[src/rtl/montgomery_encoder.sv]
// Montgomery-domain encoder: result = x * 2^m_bl mod m, one shift/subtract per cycle.
// Optional contract-check output err_o is enabled with `define MONT_ENC_ERR_EN.

package multiplier_pkg;
  parameter int DATA_LENGTH = 64;
endpackage

module montgomery_encoder #(
  parameter int DATA_LENGTH = multiplier_pkg::DATA_LENGTH,
  parameter int CNT_W       = $clog2(DATA_LENGTH + 1)
) (
  input  logic                   clk_i,
  input  logic                   rst_ni,
  input  logic                   start_i,
  input  logic [DATA_LENGTH-1:0] x_i,
  input  logic [DATA_LENGTH-1:0] m_i,
  input  logic [DATA_LENGTH-1:0] m_bl_i,
  output logic [DATA_LENGTH-1:0] result_o,
  output logic                   valid_o,
  output logic                   busy_o
`ifdef MONT_ENC_ERR_EN
  ,
  output logic                   err_o
`endif
);

  typedef enum logic [1:0] {IDLE, SHIFT, DONE} state_t;

  state_t                 state, state_nxt;
  logic [DATA_LENGTH:0]   acc, acc_nxt, dbl;
  logic [DATA_LENGTH-1:0] m_q;
  logic [CNT_W-1:0]       cnt, cnt_nxt, bl_cnt;
  logic                   accept;

  assign bl_cnt = m_bl_i[CNT_W-1:0];
  assign accept = (state == IDLE) && start_i;
  assign busy_o = (state != IDLE);

  always_comb begin
    state_nxt = state;
    acc_nxt   = acc;
    cnt_nxt   = cnt;
    // One extra bit keeps 2*acc exact before the conditional subtract.
    dbl       = acc << 1;
    case (state)
      IDLE: begin
        if (start_i) begin
          acc_nxt   = {1'b0, x_i};
          cnt_nxt   = bl_cnt;
          state_nxt = (bl_cnt != '0) ? SHIFT : DONE;
        end
      end
      SHIFT: begin
        acc_nxt = (dbl >= {1'b0, m_q}) ? dbl - {1'b0, m_q} : dbl;
        cnt_nxt = cnt - CNT_W'(1);
        if (cnt == CNT_W'(1)) state_nxt = DONE;
      end
      DONE:    state_nxt = IDLE;
      default: state_nxt = IDLE;
    endcase
  end

  always_ff @(posedge clk_i or negedge rst_ni) begin
    if (!rst_ni) begin
      state    <= IDLE;
      acc      <= '0;
      cnt      <= '0;
      m_q      <= '0;
      result_o <= '0;
      valid_o  <= 1'b0;
    end else begin
      state   <= state_nxt;
      acc     <= acc_nxt;
      cnt     <= cnt_nxt;
      valid_o <= (state == DONE);
      if (accept) m_q <= m_i;
      if (state == DONE) result_o <= acc[DATA_LENGTH-1:0];
    end
  end

`ifdef MONT_ENC_ERR_EN
  logic err_chk, err_q;

  // Evaluated on the values being latched, so it matches what the engine runs on.
  always_comb begin
    err_chk = 1'b0;
    if (x_i >= m_i)                                   err_chk = 1'b1;
    if (!m_i[0])                                      err_chk = 1'b1;
    if (m_i < DATA_LENGTH'(3))                        err_chk = 1'b1;
    if (m_bl_i > DATA_LENGTH'(DATA_LENGTH))           err_chk = 1'b1;
    if ((m_i >> m_bl_i) != '0)                        err_chk = 1'b1;
    if ((m_i >> (m_bl_i - DATA_LENGTH'(1))) == '0)    err_chk = 1'b1;
  end

  always_ff @(posedge clk_i or negedge rst_ni) begin
    if (!rst_ni) begin
      err_q <= 1'b0;
      err_o <= 1'b0;
    end else begin
      if (accept) err_q <= err_chk;
      err_o <= (state == DONE) && err_q;
    end
  end
`else
  logic unused_bl_hi;
  assign unused_bl_hi = ^m_bl_i[DATA_LENGTH-1:CNT_W];
`endif

endmodule

[config.mk]
export PLATFORM = sky130hd
export DESIGN_NAME = montgomery_encoder
export DESIGN_NICKNAME = d
export VERILOG_FILES = /design/src/rtl/montgomery_encoder.sv
export SDC_FILE = /design/constraint.sdc
export NUM_CORES = 1
export LEC_CHECK = 0
export CAP_MARGIN = 10
export CORE_MARGIN = 8
export CORE_UTILIZATION = 45
export DETAILED_ROUTE_END_ITERATION = 12
export PLACE_DENSITY = 0.72
export SYNTH_ARGS = -nofsm -noshare
export SYNTH_HDL_FRONTEND = slang
export SYNTH_SLANG_ARGS = --single-unit
[constraint.sdc]
create_clock -name clk_i -period 5.5 [get_ports clk_i]
set_input_delay 0.825 -clock clk_i [delete_from_list [all_inputs] [get_ports clk_i]]
set_output_delay 0.825 -clock clk_i [all_outputs]
set_load 0.005 [all_outputs]
Yosys cells after proc, flatten, opt, wreduce, memory -nomap -nowiden --
Index checks and enable logic that the tools add are counted.
Storage, ports and cells: input bits 195, flip-flop bits (word level) 202
Cells by class: $add $sub $neg 2, magnitude comparators 1, mux-type cells 9, reductions and logical operators 7, eq/ne operators 5
Operator list (count):
- 64-bit two-way mux | 2
- 64-bit case mux with 2 select lines | 1
- 65-bit by 64-bit greater-or-equal comparator with 1-bit output | 1
- 64-bit subtractor | 1
- 7-bit case mux with 2 select lines | 1
- 7-bit by 1-bit == test with 1-bit output, second input constant | 1
- 7-bit two-way mux | 1
- 7-bit nonzero test | 1
- 7-bit by 1-bit subtractor with 7-bit output, second input constant | 1
- 2-bit two-way mux | 3
- 2-bit inequality test, second input constant | 2
- 2-bit case mux with 2 select lines | 1
- 2-bit AND reduction | 2
- 2-bit nonzero test | 2
- 2-bit by 1-bit == test with 1-bit output, second input constant | 1
- 2-bit == test, second input constant | 1
- 2-bit zero test | 1
- 1-bit logical AND | 1

Logic depth before layout (Yosys ltp) --
Gate-level depths: netlist of the first run.
depth in word-level cells 4, gate-level depth with buffers 15, depth with buffers taken out 13

Worst setup path before layout of the first run --
OpenSTA, ideal clock, no wires.
path kind reg-to-reg, from register acc[0], to register acc[62], data arrival time 2.790 ns, library setup time 0.124 ns, path buffers 0, required time 5.376 ns, cell stages (with the launch flop) 13, path slack 2.586 ns, cells stage by stage dfrtp_1 inv_1 fa_1 nor2b_1 o2111ai_1 a2111oi_2 nor3_1 o31ai_2 a31o_2 a21boi_1 a21o_1 mux2i_1 or2_1
On the way: word-level cells in the longest chain between the ends 3
RTL lines:
- start, declared | RTL line 30 | logic [DATA_LENGTH:0] acc, acc_nxt, dbl;
- start signal, assigned | RTL line 73 | acc <= acc_nxt;
- 64-bit subtractor or 65-bit by 64-bit greater-or-equal comparator with 1-bit output (tied branches) | RTL line 54 | acc_nxt = (dbl >= {1'b0, m_q}) ? dbl - {1'b0, m_q} : dbl;
- 64-bit two-way mux (*) | RTL line 54
- 64-bit case mux with 2 select lines (*) | RTL line 45 | case (state)
Every way passes the cells marked *; elsewhere a longest branch is shown, timed or not. A chain may end at the register's enable or synchronous reset.

Final worst setup path of the first run --
from register acc[2], to register acc[56]
The elaborated chain is that of the path after synthesis.

==> results by group, run 1 <==
Yosys
  • Mapped cell area: roughly 13000 sq um
  • Async S/R FF share, synth: 1.00
  • Synth cell types: 84
  • Number of synthesized flops with an enable pin: 0
  • Synth Instances: between 1000 and 1500
  • Most used DFF post-synth: dfrtp_1
  • Synth Warn #: 0
  • Seq/Total Area, Yosys: 0.392
  • Syn Nets: 1722
  • Avg Cell Area, Syn: roughly 8.8 sq um
  • Synthesized flop and latch total: 202

Clocking
  • Latest clock arrival within the worst-skew pair: 0.52 ns
  • Max clock buf depth: 3
  • Root Buffer: clkbuf_16
  • Cts hold-fix bufs: 0
  • H-tree levels: 1
  • Number of gates resized after CTS: 0
  • Setup Buffers After CTS: 0
  • CTS clk-pin slew, worst paths: 0.06 ns
  • TritonCTS buffer count: 23
  • CTS tree: yes
  • Clk sinks: between 200 and 250

Power
  • Combinational power share: 0.662
  • Lkg Pwr: ~7.1 nW
  • Sw power: 5.82 mW
  • Pwr dens: 774 nW/um^2
  • Worst VDD drop: 308 uV
  • Sw frac: 0.472
  • Tot Pwr: 12.3 mW
  • Internal: ~6.5 mW
  • Clk pwr share: 0.131
  • Register share of total power: 0.207

Run status
  • Status: completed

Routing
  • WL/cell: 19.6 um
  • Via density: between 5 and 6
  • Post-DRT Antenna Nets: 0
  • Drt pass-1 iters: 5
  • Post-route DRC: 0
  • Vias: 11500
  • Detailed Route Iter0 Violations: slightly below 900
  • WL final: 39200 um

Floorplan
  • Placeable Area: 28500 sq um
  • Area of the die: 34300 sq um
  • Die Height: between 150 and 200 um
  • IO Pins: 261
  • Rows: 62
  • Die Wd: 185 um
  • Initial Util: 0.453

Worst hold path
  • Worst hold path class: in2async

Placement
  • HPWL Detailed: 28800 um
  • Routability cong.: roughly 0.93
  • Worst slack at placement: 1.45 ns
  • Cells after DPL: 1965
  • PortBufs: around 200
  • Post-placement cell area: 15100 sq um

Setup path
  • Reg2Reg Setup Slack: 1.42 ns
  • Slowest cell delay on critical path: 0.77 ns
  • Slowest cell on crit path: nor2_2
  • CP Class: reg2reg
  • FF-to-FF Start: acc[2]
  • Worst R2R Path Depth: 11
  • Worst path required time: about 5.9 ns
  • Cells along the critical path: ha_1 -> nand3_2 -> o21bai_4 -> a211oi_2 -> o31ai_2 -> a211oi_4 -> o2111ai_2 -> and2_1 -> nor2_2 -> nand4_1 -> and3_1
  • Crit end category: flip-flop
  • Worst r2r dst: acc[56]
  • CP arrival: between 4 and 5 ns
  • Worst Setup Start Kind: flip-flop
  • Top fanout value on the critical path: 17

Global routing
  • GRT Overall Usage: 0.225
  • Initial antenna violation count: 5
  • First-pass GRT wire length: 62500 um
  • Largest net degree at the start of global routing: ~120
  • Grt ovf: 0
  • Vias in the first global route: ~12000

STA
  • Final hold vios: 0
  • Final count of negative-setup-slack endpoints: 0
  • RSZ-0062 raised after global routing: no
  • Slew HR: 0.252
  • Slew Limit Fails: 0
  • Actual slew at the worst max-slew pin: 1.12 ns
  • Final min period: 4.08 ns
  • Fin crit share: 0.742
  • Setup TNS: 0 ns
  • Setup Skew: 0.0157 ns
  • Fin worst setup slack: ~1.4 ns
  • Achievable frequency: ~250 MHz

Final layout
  • Non-filler cells, final: 2005
  • Nets: approximately 1900
  • Layout cells sized above 1: 0.0914
  • FILL cells: 2560
  • Register area: a little over 5000 sq um
  • Commonest cells after routing, fill and taps aside: dfrtp_1, clkdlybuf4s50_1, nand2_1
  • Multi-input logic area: 7150 sq um
  • Finished Cell Area: approximately 16000 sq um
  • Area growth, synth to finish: 23.5%

Run
  • Max_cap viols: 0
-- area by class of cell --
class,count,area share
multi-input cells,1077,0.449
flip-flops and latches,202,0.317
repair buffers,214,0.134
clock buffers,27,0.0383
well taps,384,0.0302
inverters,88,0.0207
clock inverters,12,0.0110
diodes,1,0.000157
-- power groups by stage --
stage / Clock (mW) / Combinational (mW) / Sequential [mW]
final: 1.62 / 8.16 / 2.55
after global routing: 1.71 / 9.07 / 2.62
after CTS: 1.64 / 8.10 / 2.54
after detailed placement: 0 / 8.03 / 2.57
after global placement: 0 / 7.89 / 2.55
after floorplan: 0 / 6.33 / 2.42
-- state kept, by name, summed over array words and instances (netlist names) --
name,cells
acc,64
cnt,7
m_q,64
result_o,64
state,2
valid_o,1
-- critical path, delay by kind of cell (launching register included) --
| kind | cells | cell delay [ns] |
|---|---|---|
| compound gates | 5 | 1.31 |
| fa+ha+maj | 1 | 0.42 |
| flops | 1 | 0.41 |
| simple gates | 5 | 1.82 |
-- synth_stat cells, drive strengths merged (13+ instances only) --
library cell / number / area (sq um)
a31oi: 23 / 150
xor2: 22 / 193
nand3: 24 / 125
a211oi: 20 / 168
inv: 87 / 327
clkbuf: 71 / 269
nand2: 184 / 698
mux2i: 13 / 130
mux2: 63 / 709
ha: 66 / 826
a21o: 49 / 368
o21ai: 147 / 736
o21bai: 16 / 131
nand4: 19 / 119
nor2: 59 / 224
a21oi: 129 / 649
nor3: 16 / 80.1
buf: 22 / 131
o22ai: 35 / 219
xnor2: 31 / 272
dfrtp: 202 / 5050
and3: 15 / 93.8
-- stage by stage --
step | util | hold slack, ns
2_1_floorplan | - | 0.473
3_3_place_gp | 0.532 | 0.469
3_5_place_dp | 0.532 | 0.470
4_1_cts | 0.559 | 0.382
5_1_grt | 0.560 | 0.405
6_report | 0.560 | 0.364
-- cell families (layout without fill, tap and decap cells) --
logic type	Yosys count	after routing	share of synthesized area
and+or+nand+nor	376	376	0.135
adders and majority gates	67	67	0.0656
buffers and inverters	181	341	0.0567
AOI/OAI and AO/OA	505	505	0.250
muxes	76	76	0.0651
other	0	1	0
xor gates and xnor gates	53	53	0.0360
DFF	202	202	0.392
-- worst max-delay path by stage --
| stage | cells past startpoint | startpoint | end | slack [ns] |
|---|---|---|---|---|
| 2_1_floorplan | 12 | acc[0] | acc[62] | 2.59 |
| 3_3_place_gp | 11 | acc[2] | acc[56] | 1.48 |
| 3_5_place_dp | 11 | acc[2] | acc[56] | 1.45 |
| 4_1_cts | 11 | acc[2] | acc[56] | 1.43 |
| 5_1_grt | 11 | acc[2] | acc[56] | 1.22 |
| 6_report | 11 | acc[2] | acc[56] | 1.42 |
-- layer usage --
metal,global-route usage,wire length [um]
met3,0.0443,2440
met5,0,48
met1,0.287,16800
met2,0.384,19000
met4,0.0615,959
Power figures use the tool's default switching activity.
==> inputs of run 2 (changes only) <==
--- a/config.mk
+++ b/config.mk
@@ -9,7 +9,7 @@
 export CORE_MARGIN = 8
 export CORE_UTILIZATION = 45
 export DETAILED_ROUTE_END_ITERATION = 12
-export PLACE_DENSITY = 0.72
+export PLACE_DENSITY = 0.75
 export SYNTH_ARGS = -nofsm -noshare
 export SYNTH_HDL_FRONTEND = slang
 export SYNTH_SLANG_ARGS = --single-unit
==> constraint.sdc (replaced) <==
create_clock -name clk_i -period 3.6 [get_ports clk_i]
set_input_delay 0.54 -clock clk_i [delete_from_list [all_inputs] [get_ports clk_i]]
set_output_delay 0.54 -clock clk_i [all_outputs]
set_load 0.005 [all_outputs]
==> run 2 against run 1 <==
  * Clock skew up 0.0073 ns
  * Final cell count up 1.7%
  * Combinational power up 61%
  * Die area unchanged
  * Critical path depth up 1
  * Critical path type unchanged
  * Highest routed layer unchanged
==> results by group, run 2 (synthesized netlist as in run 1, its figures left out) <==
Setup path
  • Critical path depth: 12 (was 11)
  • WP buf/inv: 1 (was 0)
  • CP delay by family, top: compound AO/OA/AOI/OAI gates (was simple AND/OR/NAND/NOR gates)
  • Worst R2R Path Depth: 12 (was 11)
  • Top fanout value on the critical path: 5 (was 17)
  • CP Class: reg2reg (unchanged)
  • Slowest cell delay on critical path: 0.41 ns (was 0.77 ns)
  • Worst r2r dst: acc[60] (was acc[56])
  • CP dominant cell by count: a21oi_1
  • Crit end category: flip-flop (unchanged)
  • CP endpoint: acc[60] (was acc[56])
  • Slowest cell on crit path: dfrtp_1 (was nor2_2)
  • Worst path required time: 4.00 ns (was 5.90 ns)
  • Cells along the critical path: ha_1 -> a21o_1 -> a21oi_1 -> a2111oi_2 -> nor3_1 -> o31ai_2 -> buf_4 -> a31o_2 -> a21boi_1 -> a21oi_1 -> xnor2_1 -> o22ai_1 (was ha_1 -> nand3_2 -> o21bai_4 -> a211oi_2 -> o31ai_2 -> a211oi_4 -> o2111ai_2 -> and2_1 -> nor2_2 -> nand4_1 -> and3_1)
  • Reg2Reg Setup Slack: 0.08 ns (was 1.42 ns)
  • Worst Setup Start Kind: flip-flop (unchanged)
  • CP arrival: 3.92 ns (was 4.48 ns)
  • Setup crit start: acc[3] (was acc[2])
  • FF-to-FF Start: acc[3] (was acc[2])

STA
  • Achievable frequency: 284 MHz (was 245 MHz)
  • Fin worst setup slack: 0.0809 ns (was 1.42 ns)
  • RSZ-0062 raised after global routing: yes (was no)
  • Final hold vios: 0 (unchanged)
  • Setup TNS: 0 ns (unchanged)
  • Slew HR: 0.466 (was 0.252)
  • Setup Skew: 0.0229 ns (was 0.0157 ns)
  • Slew Limit Fails: 0 (unchanged)
  • Worst hold slack: 0.00602 ns (was 0.364 ns)
  • Fin crit share: 0.978 (was 0.742)
  • Actual slew at the worst max-slew pin: 0.799 ns (was 1.12 ns)
  • Final count of negative-setup-slack endpoints: 0 (unchanged)
  • Final min period: 3.52 ns (was 4.08 ns)

Final layout
  • Nets: 1901 (was 1868)
  • Commonest cells after routing, fill and taps aside: dfrtp_1, clkdlybuf4s50_1, nand2_1 (unchanged)
  • FILL cells: 2544 (was 2560)
  • Layout cells sized above 1: 0.111 (was 0.0914)
  • Largest registers: acc (64), m_q (64), result_o (64) (unchanged)
  • Area growth, synth to finish: 25.8% (was 23.5%)

Clocking
  • Setup Buffers After CTS: 0 (unchanged)
  • TritonCTS buffer count: 23 (unchanged)
  • Latest clock arrival within the worst-skew pair: 0.53 ns (was 0.52 ns)
  • CTS clk-pin slew, worst paths: 0.07 ns (was 0.06 ns)
  • Cts hold-fix bufs: 0 (unchanged)
  • Clk sinks: 202 (unchanged)
  • Max clock buf depth: 3 (unchanged)
  • Root Buffer: clkbuf_16 (unchanged)
  • H-tree levels: 1 (unchanged)
  • CTS tree: yes (unchanged)

Floorplan
  • Die Height: 185 um (unchanged)
  • Rows: 62 (unchanged)
  • Initial Util: 0.453 (unchanged)
  • Placeable Area: 28500 sq um (unchanged)
  • Area of the die: 34300 sq um (unchanged)
  • IO Pins: 261 (unchanged)
  • Die Wd: 185 um (unchanged)

Placement
  • Worst slack at placement: 0.200 ns (was 1.45 ns)
  • HPWL Detailed: 30000 um (was 28800 um)
  • Routability cong.: 0.946 (was 0.935)
  • PortBufs: 203 (unchanged)

Routing
  • WL/cell: 19.6 um (about the same)
  • Drt pass-1 iters: 6 (was 5)
  • Detailed Route Iter0 Violations: 960 (was 889)
  • Post-DRT Antenna Nets: 0 (unchanged)
  • Post-route DRC: 0 (unchanged)
  • WL final: 40100 um (was 39200 um)
  • Vias: 11700 (was 11500)
  • Via density: 5.76 (was 5.73)

Global routing
  • First-pass GRT wire length: 63900 um (was 62500 um)
  • Grt ovf: 0 (unchanged)
  • Initial antenna violation count: 4 (was 5)
  • GRT Overall Usage: 0.231 (was 0.225)
  • Vias in the first global route: 12100 (was 11800)
  • Largest net degree at the start of global routing: 82 (was 115)

Power
  • Pwr dens: 1190 nW/um^2 (was 774 nW/um^2)
  • Worst VDD drop: 542 uV (was 308 uV)
  • Lkg Pwr: 7.22 nW (was 7.05 nW)

Run
  • Max_cap viols: 0 (unchanged)

Worst hold path
  • Worst hold path class: in2async (unchanged)

Run status
  • Status: completed (unchanged)
[run 2: cell type report]
type                            instances  area [sq um]  share of cell area
Multi-Input combinational cell       1077          7170               0.442
Sequential cell                       202          5050               0.312
Timing Repair Buffer                  247          2450               0.151
Clock buffer                           33           673              0.0415
Tap cell                              384           480              0.0296
Inverter                               88           330              0.0204
Clock inverter                          8          55.1             0.00339
Antenna cell                            1          2.50            0.000154
[run 2: worst min path at each step]
stage	endpoint	slack [ns]
after floorplan	acc[0]	0.24
after global placement	result_o[31]	0.47
after detailed placement	result_o[0]	0.48
after CTS	m_q[42]	0.03
after global routing	m_q[42]	0.05
final	m_q[42]	0.006
[run 2: timing repair]
| action | 4_1_cts | 5_1_grt |
|---|---|---|
| resized for setup | 0 | 4 |
| hold endpoints to repair | 0 | 0 |
| setup endpoints to repair | 0 | 8 |
[run 2: per-layer routing]
layer	routed length, um	GRT usage	share of wire	vias to the layer above
met4	1450	0.0845	0.036	6
met5	49	0	0.0012	-
met2	18800	0.384	0.47	448
met1	16700	0.291	0.42	5593
li1	-	-	-	5600
met3	3160	0.0498	0.079	96
[run 2: stage by stage]
| step | power [mW] | utilization | instance area (sq um) | cells |
|---|---|---|---|---|
| global placement | 16.4 | 0.543 | 15500 | 1998 |
| finish | 19.3 | 0.570 | 16200 | 2040 |
| detailed placement | 16.8 | 0.543 | 15500 | 1998 |
| floorplan | 13.4 | - | 12900 | 1460 |
| global route | 21.0 | 0.570 | 16200 | 2040 |
| CTS | 19.2 | 0.569 | 16200 | 2039 |
[run 2: power breakdown]
part | internal [mW] | switching, mW
registers | 3.23 | 0.653
clock network | 1.30 | 0.975
logic | 5.64 | 7.48
total | 10.2 | 9.11
